File: src/rtl/kf76489_mixer_scheduler.sv
// Four-channel PSG mixer: one shared attenuation table scanned one channel per cycle.
// Optional per-channel mute mask is compiled in with `define KF76489_MIXER_MUTE_EN.
//
// state | meaning
// IDLE  | waiting for sample_req_i; snapshot taken on acceptance
// SCAN  | adding amplitude of snapshotted channel idx_q (0..3)
// DONE  | mix_out_o carries the new sum, mix_valid_o high
module kf76489_mixer_scheduler #(
    parameter int ACC_WIDTH = 8
) (
    input  logic                 clock_i,
    input  logic                 reset_i,
    input  logic                 sample_req_i,
    input  logic [15:0]          attenuation_i,
    input  logic [3:0]           digital_in_i,
`ifdef KF76489_MIXER_MUTE_EN
    input  logic [3:0]           mute_i,
`endif
    output logic                 busy_o,
    output logic [ACC_WIDTH-1:0] mix_out_o,
    output logic                 mix_valid_o,
    output logic                 overrun_o
);

    typedef enum logic [1:0] {
        IDLE = 2'd0,
        SCAN = 2'd1,
        DONE = 2'd2
    } state_t;

    state_t               state_q, state_d;
    logic [1:0]           idx_q;
    logic [15:0]          att_q;
    logic [3:0]           dig_q;
    logic [3:0]           mute_q;
    logic [3:0]           mute_snap;
    logic [ACC_WIDTH-1:0] acc_q;
    logic [ACC_WIDTH-1:0] mix_q;
    logic                 overrun_q;
    logic                 accept;
    logic [3:0]           code;
    logic                 level;
    logic [5:0]           amp;
    logic [ACC_WIDTH-1:0] sum;

`ifdef KF76489_MIXER_MUTE_EN
    assign mute_snap = mute_i;
`else
    assign mute_snap = 4'b0000;
`endif

    assign accept = (state_q == IDLE) && sample_req_i;

    // Shared attenuation table: the single instance is steered by idx_q.
    always_comb begin
        code  = att_q[{idx_q, 2'b00} +: 4];
        level = dig_q[idx_q] & ~mute_q[idx_q];
        amp   = 6'd0;
        if (level) begin
            case (code)
                4'b0000: amp = 6'd63;
                4'b1000: amp = 6'd50;
                4'b0100: amp = 6'd40;
                4'b1100: amp = 6'd32;
                4'b0010: amp = 6'd25;
                4'b1010: amp = 6'd20;
                4'b0110: amp = 6'd16;
                4'b1110: amp = 6'd13;
                4'b0001: amp = 6'd10;
                4'b1001: amp = 6'd8;
                4'b0101: amp = 6'd6;
                4'b1101: amp = 6'd5;
                4'b0011: amp = 6'd4;
                4'b1011: amp = 6'd3;
                4'b0111: amp = 6'd2;
                default: amp = 6'd0;
            endcase
        end
        sum = acc_q + {{(ACC_WIDTH-6){1'b0}}, amp};
    end

    always_ff @(posedge clock_i) begin
        if (reset_i) begin
            state_q <= IDLE;
        end else begin
            state_q <= state_d;
        end
    end

    always_comb begin
        state_d = state_q;
        case (state_q)
            IDLE:    if (sample_req_i) state_d = SCAN;
            SCAN:    if (idx_q == 2'd3) state_d = DONE;
            DONE:    state_d = IDLE;
            default: state_d = IDLE;
        endcase
    end

    always_comb begin
        busy_o      = (state_q != IDLE);
        mix_valid_o = (state_q == DONE);
    end

    // mix_q is loaded on the last SCAN edge so it is already current while DONE strobes.
    always_ff @(posedge clock_i) begin
        if (reset_i) begin
            idx_q     <= 2'd0;
            att_q     <= 16'd0;
            dig_q     <= 4'd0;
            mute_q    <= 4'd0;
            acc_q     <= '0;
            mix_q     <= '0;
            overrun_q <= 1'b0;
        end else begin
            overrun_q <= sample_req_i && (state_q != IDLE);
            if (accept) begin
                att_q  <= attenuation_i;
                dig_q  <= digital_in_i;
                mute_q <= mute_snap;
                acc_q  <= '0;
                idx_q  <= 2'd0;
            end else if (state_q == SCAN) begin
                acc_q <= sum;
                idx_q <= idx_q + 2'd1;
                if (idx_q == 2'd3) begin
                    mix_q <= sum;
                end
            end
        end
    end

    assign mix_out_o = mix_q;
    assign overrun_o = overrun_q;

endmodule

File: config.mk
export PLATFORM = sky130hd
export DESIGN_NAME = kf76489_mixer_scheduler
export DESIGN_NICKNAME = d
export VERILOG_FILES = /design/src/rtl/kf76489_mixer_scheduler.sv
export SDC_FILE = /design/constraint.sdc
export NUM_CORES = 1
export LEC_CHECK = 0
export CAP_MARGIN = 0
export CORE_MARGIN = 1.5
export CORE_UTILIZATION = 55
export DETAILED_ROUTE_END_ITERATION = 12
export PLACE_DENSITY = 0.84
export REMOVE_ABC_BUFFERS = 1
export SLEW_MARGIN = 0
export SYNTH_ARGS = -nofsm -noshare
export SYNTH_HDL_FRONTEND = slang
export SYNTH_SLANG_ARGS = --single-unit
export TNS_END_PERCENT = 10
File: constraint.sdc
create_clock -name clock_i -period 11.47 [get_ports clock_i]
set_input_delay 2.294 -clock clock_i [delete_from_list [all_inputs] [get_ports clock_i]]
set_output_delay 2.294 -clock clock_i [all_outputs]
set_load 0.02 [all_outputs]
Word-level counts from Yosys, hierarchy flattened

Memory sizes are Yosys's and may differ from the RTL's.
Cells that the tools add are included.

Bits in registers: 41
Output and inout bits: 11
Bits of input ports: 23
Logic and storage cells: 35
Memories: 1
Bits in read-only memories: 96

Memories:

| memory           | words | bits a word | rd ports | clocked after memory_dff | write ports | RTL line | source |
|---|---|---|---|---|---|---|---|
| (name not given) | 16    | 6           | 1        | 0                        | 0           | 60       | `case (code)` |

Magnitude comparators: 1
Shifts and indexed selects: 1
Reductions and logical operators: 7
$add $sub $neg: 2
Bitwise operators: 3
Mux-type cells: 8
Equality and inequality tests: 5

Operator list:

| operator            | number |
|---|---|
| $shiftx 16x5->4     | 1 |
| $add 8x6->8         | 1 |
| $mux 6              | 1 |
| $bmux 1 s2          | 2 |
| $eq 2x2->1 const B  | 2 |
| $mux 2              | 2 |
| $ne 2x2->1 const B  | 2 |
| $pmux 2 s2          | 1 |
| $lt 2x3->1 const B  | 1 |
| $reduce_and 3->1    | 1 |
| $add 2x1->2 const B | 1 |
| $eq 2x1->1 const B  | 1 |
| $logic_and 1x1->1   | 2 |
| $logic_not 2->1     | 1 |
| $mux 1              | 2 |
| $not 1->1           | 2 |
| $reduce_and 2->1    | 1 |
| $reduce_bool 2->1   | 1 |
| $reduce_or 2->1     | 1 |
| $and 1x1->1         | 1 |

Depth between registers and ports, before layout

Gate-level depths: netlist (run 1).

Depth in word-level cells: 6
Mapped depth: 16
Mapped depth without buffers: 14

Worst setup path before layout (run 1)

OpenSTA, ideal clock, no wires.

Kind: reg-to-reg
Start: register idx_q[0]
End: register mix_q[6] (netlist: mix_out_o[6])
Data arrival time: 3.932 ns
Slack: 7.442 ns
Cell stages (with the launch flop): 16
Required time: 11.375 ns
Clock period less this slack: 4.028 ns
Cells stage by stage: dfxtp_1 -> buf_6 -> mux4_1 -> inv_1 -> ha_1 -> buf_6 -> mux4_2 -> a221oi_2 -> a31oi_1 -> o31a_1 -> ha_1 -> nor2b_1 -> o21a_1 -> o21ai_0 -> a21oi_1 -> o311ai_1

Word-level cells in the longest chain between the ends: 6
Elaborated cells on any way between the ends: 12
Classes of those cells: 1 x add/sub; 1 x eq/ne; 1 x shift; 5 x mux; 2 x bitwise; 1 x reduce/logical; 1 x memory

RTL lines:

| what                                                                | RTL line | source |
|---|---|---|
| start: declaration                                                  | 32       | `logic [1:0] idx_q;` |
| start signal: assignment                                            | 125      | `idx_q <= idx_q + 2'd1;` |
| parallel branches: the longest is 6 deep, another holds $add 8x6->8 | n/a      |  |
| end signal: assignment                                              | 127      | `mix_q <= sum;` |
| end: declaration                                                    | 38       | `logic [ACC_WIDTH-1:0] mix_q;` |

Parallel ways; which one is timed is not known. The select of a mux whose other input is x is not followed.
A chain may end at the register's enable or synchronous reset.

Worst setup path after layout (run 1)

Same ends and word-level chain as after synthesis.

==> key figures, run 1 <==
Power
  – Switch Pwr: 84.3 uW
  – Design Power: 323 uW
  – PD cells: 121 mW/mm2
  – Register share of total power: 47.3%
  – Switching share of power: 26.1%
  – Share of total power in the clock network: 36.2%
  – Comb pwr share: 16.5%
  – Static Leak: 0.987 nW
  – Max IR drop VDD: 0.0844 mV
  – Internal: 239 uW

Timing
  – Unrepaired setup endpoints after global routing: false
  – Final hold violations: 0
  – Setup ws final: 6670 ps
  – Fmax: 0.208 GHz
  – Actual transition at the worst max-transition pin: 761 ps
  – Minimum clock period: 4800 ps
  – TNS Setup: 0 ps
  – Relative slew slack: 49.2%
  – Max Slew Vio Count: 0
  – Final setup fails: 0
  – Worst clock skew: 12.1 ps
  – Fin crit share: 41.9%

Yosys
  – Most common cell in the netlist: nand2_1
  – Synthesis warning total: 0
  – Synthesized cell area: 0.00223 mm2
  – Post-synth EDFFs: 0
  – Asr flop ratio synth: 0%
  – Avg Cell Area, Syn: 8.39 um2
  – Top cells by area, synth: dfxtp_1 37%, nand2_1 12%, a21oi_1 8.3%, ha_1 7.3%, mux4_2 5.0%
  – Post-synthesis sequential area ratio: 36.8%
  – Most used DFF post-synth: dfxtp_1
  – Netlist cell types: 40
  – Top cell type by total area after synthesis: dfxtp_1
  – FF+latch count, synth: 41
  – Mapped Cells: 266
  – Post-synth top area share: 36.8%
  – Top cells by count, synth: 72 x nand2_1, 41 x dfxtp_1, 37 x a21oi_1

Die
  – Die ar.: 0.00445 mm2
  – Die Height: 66.7 um
  – Rows: 22
  – Die width: 66.7 um
  – # IOs: 34
  – Starting Density: 59.2%
  – Core Box Area: 0.00377 mm2

Clock tree
  – Clock Root Buffer: clkbuf_8
  – Clock Tree Buf Depth: 2
  – Clk pin slew, worst setup/hold paths: 80 ps
  – Post-CTS Resized: 0
  – CTS buffer count: 5
  – # H-tree levels: 2
  – CTS tree: done
  – Setup Buffers After CTS: 0
  – CTS Hold Bufs: 0
  – Clock Latency Late Sink: 300 ps
  – CTS Sinks: 41

Worst setup path
  – Max incr delay on CP: 740 ps
  – R2r setup slk: 6670 ps
  – Crit path capture type: register
  – Crit path buffers/inverters: 1
  – Critical path type: register to register
  – Critical path's slowest cell: mux4_1
  – Required @ worst endpoint: 11680 ps
  – Critical path depth: 13
  – CP max FO: 11
  – Critical path arrival: 5010 ps
  – Worst reg2reg startpoint: idx_q[0]
  – CP delay by family, top: compound AO/OA/AOI/OAI gates
  – R2R Path End: mix_out_o[6]
  – Worst-path cell chain: mux4_1 > inv_1 > ha_1 > mux4_1 > a221oi_2 > a31oi_1 > o31a_1 > ha_1 > nor2b_1 > o21a_1 > o21ai_0 > a21oi_1 > o311ai_1
  – Startpoint types: register
  – Reg2reg path depth: 13

Cells and area
  – Layout Area Growth over Synthesis: 19.6%
  – # fillers: 294
  – Area of the multi-input gates: 0.00128 mm2
  – FF+latch area: 821 um2
  – Layout cells sized above 1: 5.42%
  – Final net count: 331
  – Ant diodes: 0

Routing
  – Routed WL: 4.68 mm
  – Starting DRT DRC Count: 106
  – Final antenna-violating net count: 0
  – Avg WL per Cell: 13.6 um
  – 1st-pass router iterations: 4
  – Drt drc: 0
  – DR vias: 1926
  – Vias/cell: 5.62

Run
  – Max-cap violations: 0

Global routing
  – First-pass GRT wire length: 8.05 mm
  – Antenna violations before repair: 0
  – Grt ovf: 0
  – Pin count of the biggest net entering global routing: 33
  – Vias in the first global route: 1826
  – Total track usage: 23.6%

Worst hold path
  – WHS Endpoint: att_q[4]
  – HP Start: att_q[4]
  – Hold path cells: 2
  – Worst hold-check path type: register to register

Place
  – Hpwl dp: 3.29 mm
  – IO Port Bufs: 33
  – Pre-CTS setup slack: 6740 ps
  – Gpl congestion: 0.885

Status
  – Status: finished, final reports clean
==> worst max path at each step <==
stage / start / to / slack (ps)
after detailed placement: idx_q[0] / mix_out_o[6] / 6740
after floorplan: idx_q[0] / mix_out_o[6] / 7140
after global routing: idx_q[0] / mix_out_o[6] / 6370
final: idx_q[0] / mix_out_o[6] / 6670
after global placement: idx_q[0] / mix_out_o[6] / 6830
after CTS: idx_q[0] / mix_out_o[6] / 6680
==> cell usage in the layout (no fill, tap or decap), types with 5 or more instances in the layout <==
cell type / instances
a21oi_1: 37
clkbuf_8: 5
clkdlybuf4s50_1: 33
dfxtp_1: 41
ha_1: 13
inv_1: 15
mux4_2: 5
nand2_1: 72
nor2_1: 7
o211ai_1: 5
o21ai_0: 6
==> metrics by stage <==
step           cell area (um2)  cells  hold slack (ps)  utilization [%]
2_1_floorplan             2160    253              425                -
3_3_place_gp              2560    335              437             67.8
3_5_place_dp              2560    335              447             67.8
4_1_cts                   2670    343              458             70.8
5_1_grt                   2670    343              490             70.8
6_report                  2670    343              460             70.8
==> power by group through the flow <==
stage / logic [mW] / registers, mW / clock network, mW
floorplan: 0.0348 / 0.155 / 0
global placement: 0.0511 / 0.156 / 0
detailed placement: 0.0527 / 0.156 / 0
CTS: 0.0533 / 0.153 / 0.117
global route: 0.0595 / 0.154 / 0.125
finish: 0.0533 / 0.153 / 0.117
==> sequential cells by signal, indices dropped and copies added, names as in the netlist <==
register	flops
idx_q	2
dig_q	4
att_q	16
state_q	2
acc_q	8
overrun_o	1
mix_out_o	8
==> metal layers <==
| metal | global-route usage (%) | routed length [um] |
|---|---|---|
| met3 | 4.05 | 225 |
| met2 | 38.3 | 2240 |
| met5 | 0 | 0 |
| met1 | 31.9 | 2170 |
| met4 | 7.65 | 42 |
==> layout make-up <==
type	instances	area share, %
multi-input cells	197	48.1
flip-flops and latches	41	30.8
repair buffers	34	12.7
clock buffers	6	2.72
well taps	48	2.25
inverters	15	2.11
clock inverters	2	1.45
==> cells by family (layout without fill, tap and decap cells) <==
| family | after synthesis | in the layout | synth area share (%) |
|---|---|---|---|
| XOR/XNOR | 6 | 6 | 2.35 |
| AO/OA/AOI/OAI | 65 | 65 | 17.4 |
| adder cells (fa/ha/maj) | 14 | 14 | 8.18 |
| AND/OR/NAND/NOR | 101 | 101 | 19.6 |
| multiplexers | 11 | 11 | 9.92 |
| flip-flops | 41 | 41 | 36.8 |
| buffers and inverters | 28 | 57 | 5.77 |
==> tightest hold or removal path: cells and delay by family (launching register included) <==
| family | cells | cell delay [ps] |
|---|---|---|
| DFF | 1 | 310 |
| and+or+nand+nor | 1 | 50 |
| AOI/OAI and AO/OA | 1 | 50 |
(Power assumes the default switching activity.)
==> run 2: changes to the inputs <==
Settings changed: CORE_UTILIZATION 55 to 54, PLACE_DENSITY 0.84 to 0.83.
Clock period 11.47 ns to 4.9 ns, I/O delays scaled along.
==> key figures, run 2 (synthesized netlist as in run 1, its figures left out) <==
Place
  – Pre-CTS setup slack: 144 ps
  – IO Port Bufs: 33
  – Hpwl dp: 3.33 mm
  – Inst Count DP: 337
  – Area after DPL: 0.00256 mm2
  – Gpl congestion: 0.855

Clock tree
  – CTS buffer count: 5
  – Clock Latency Late Sink: 300 ps
  – Clk pin slew, worst setup/hold paths: 90 ps
  – Clock Tree Buf Depth: 2
  – CTS Sinks: 41
  – # H-tree levels: 2
  – Clock Root Buffer: clkbuf_8
  – Setup Buffers After CTS: 0
  – CTS tree: done

Routing
  – Avg WL per Cell: 13.6 um
  – DR vias: 1941
  – 1st-pass router iterations: 4
  – Starting DRT DRC Count: 68
  – Drt drc: 0
  – Vias/cell: 5.63
  – Routed WL: 4.68 mm
  – Final antenna-violating net count: 0

Timing
  – Hold_ws: 455 ps
  – Final hold violations: 0
  – Setup ws final: 430 ps
  – Fin crit share: 91.2%
  – Minimum clock period: 4470 ps
  – Unrepaired setup endpoints after global routing: false
  – Max Slew Vio Count: 0
  – Worst clock skew: 10.9 ps
  – Fmax: 0.224 GHz
  – TNS Setup: 0 ps
  – Relative slew slack: 48.9%
  – Actual transition at the worst max-transition pin: 765 ps
  – Final setup fails: 0

Cells and area
  – Layout cells sized above 1: 6.10%
  – Largest Register: att_q
  – Final net count: 331
  – Final core utilization: 66.7%
  – Most common cell after layout, fill and taps aside: nand2_1
  – Ant diodes: 0
  – Most frequent cells in the layout: 72 x nand2_1, 40 x dfxtp_1, 37 x a21oi_1
  – Layout Area Growth over Synthesis: 19.5%
  – Finished Cell Area: 0.00267 mm2
  – Post-layout instance count excluding filler cells: 345
  – Flip-flop count of the largest register after layout: 16

Worst setup path
  – Crit path capture type: register
  – CP delay by family, top: compound AO/OA/AOI/OAI gates
  – Crit path buffers/inverters: 1
  – Max incr delay on CP: 700 ps
  – Worst-path cell chain: mux4_1 > inv_1 > ha_1 > mux4_1 > a221oi_2 > a31oi_1 > o31a_1 > ha_1 > nor2b_1 > o21a_1 > o21ai_1 > a21oi_1 > o311ai_1
  – CP max FO: 11
  – Critical path type: register to register
  – Required @ worst endpoint: 5110 ps
  – Critical path arrival: 4680 ps
  – Startpoint types: register
  – Critical path's slowest cell: mux4_1

Die
  – Starting Density: 55.8%
  – Die ar.: 0.00453 mm2
  – Die Height: 67.3 um
  – Die width: 67.3 um
  – Core Box Area: 0.00400 mm2
  – Rows: 23
  – # IOs: 34

Power
  – Design Power: 734 uW
  – PD cells: 275 mW/mm2
  – Max IR drop VDD: 0.232 mV
  – Static Leak: 0.987 nW

Worst hold path
  – Worst hold-check path type: register to register

Status
  – Status: finished, final reports clean

Global routing
  – Grt ovf: 0
  – First-pass GRT wire length: 7.97 mm
  – Pin count of the biggest net entering global routing: 33
  – Total track usage: 23.2%
  – Vias in the first global route: 1821
  – Antenna violations before repair: 0

Run
  – Max-cap violations: 0
-- run 2: cell count changes in the layout (fill, tap and decap cells not counted), sizes merged --
| cell | before | now |
|---|---|---|
| bufinv | 1 | 0 |
| inv | 15 | 16 |
| clkinv | 1 | 0 |
| clkbuf | 6 | 7 |
-- run 2: tightest hold or removal path, cell delays in order (launching register included) --
cell	delay (ps)
dfxtp_1	310
nand2_1	50
a21oi_1	50
-- run 2: final timing paths --
check / cells past startpoint / from / slack (ps) / end
max: 13 / idx_q[0] / 430 / mix_out_o[6]
min: 2 / att_q[0] / 450 / att_q[0]
max reg2reg: 13 / idx_q[0] / 430 / mix_out_o[6]
min reg2reg: 2 / att_q[0] / 450 / att_q[0]
-- run 2: final cells by class --
class | count | area, um2
clock buffer | 7 | 96.3
clock inverter | 1 | 8.76
fill | 317 | 1330
inverter | 15 | 56.3
multi-input combinational | 197 | 1280
sequential | 41 | 822
tap | 50 | 62.6
timing repair buffer | 34 | 338
-- run 2: report_power, final --
| part | leakage (nW) | switching (mW) | internal [mW] | total, mW |
|---|---|---|---|---|
| registers | 0.335 | 0.0117 | 0.346 | 0.358 |
| logic | 0.597 | 0.0652 | 0.0593 | 0.125 |
| clock network | 0.0549 | 0.122 | 0.130 | 0.252 |
| total | 0.987 | 0.198 | 0.536 | 0.734 |
-- run 2: what timing repair did --
action | 4_1_cts | 5_1_grt
endpoints found under the setup margin | 0 | 3
gates resized for setup | 0 | 2
hold buffers | 0 | 0
-- run 2: metal layers --
layer | share of wire, % | track usage, % | routed length [um] | vias up
met5 | 0 | 0 | 0 | -
met4 | 1.4 | 9.18 | 64 | 0
met3 | 4.8 | 5.17 | 226 | 6
met2 | 49 | 38.1 | 2310 | 57
met1 | 44 | 29.6 | 2080 | 907
li1 | - | - | - | 971
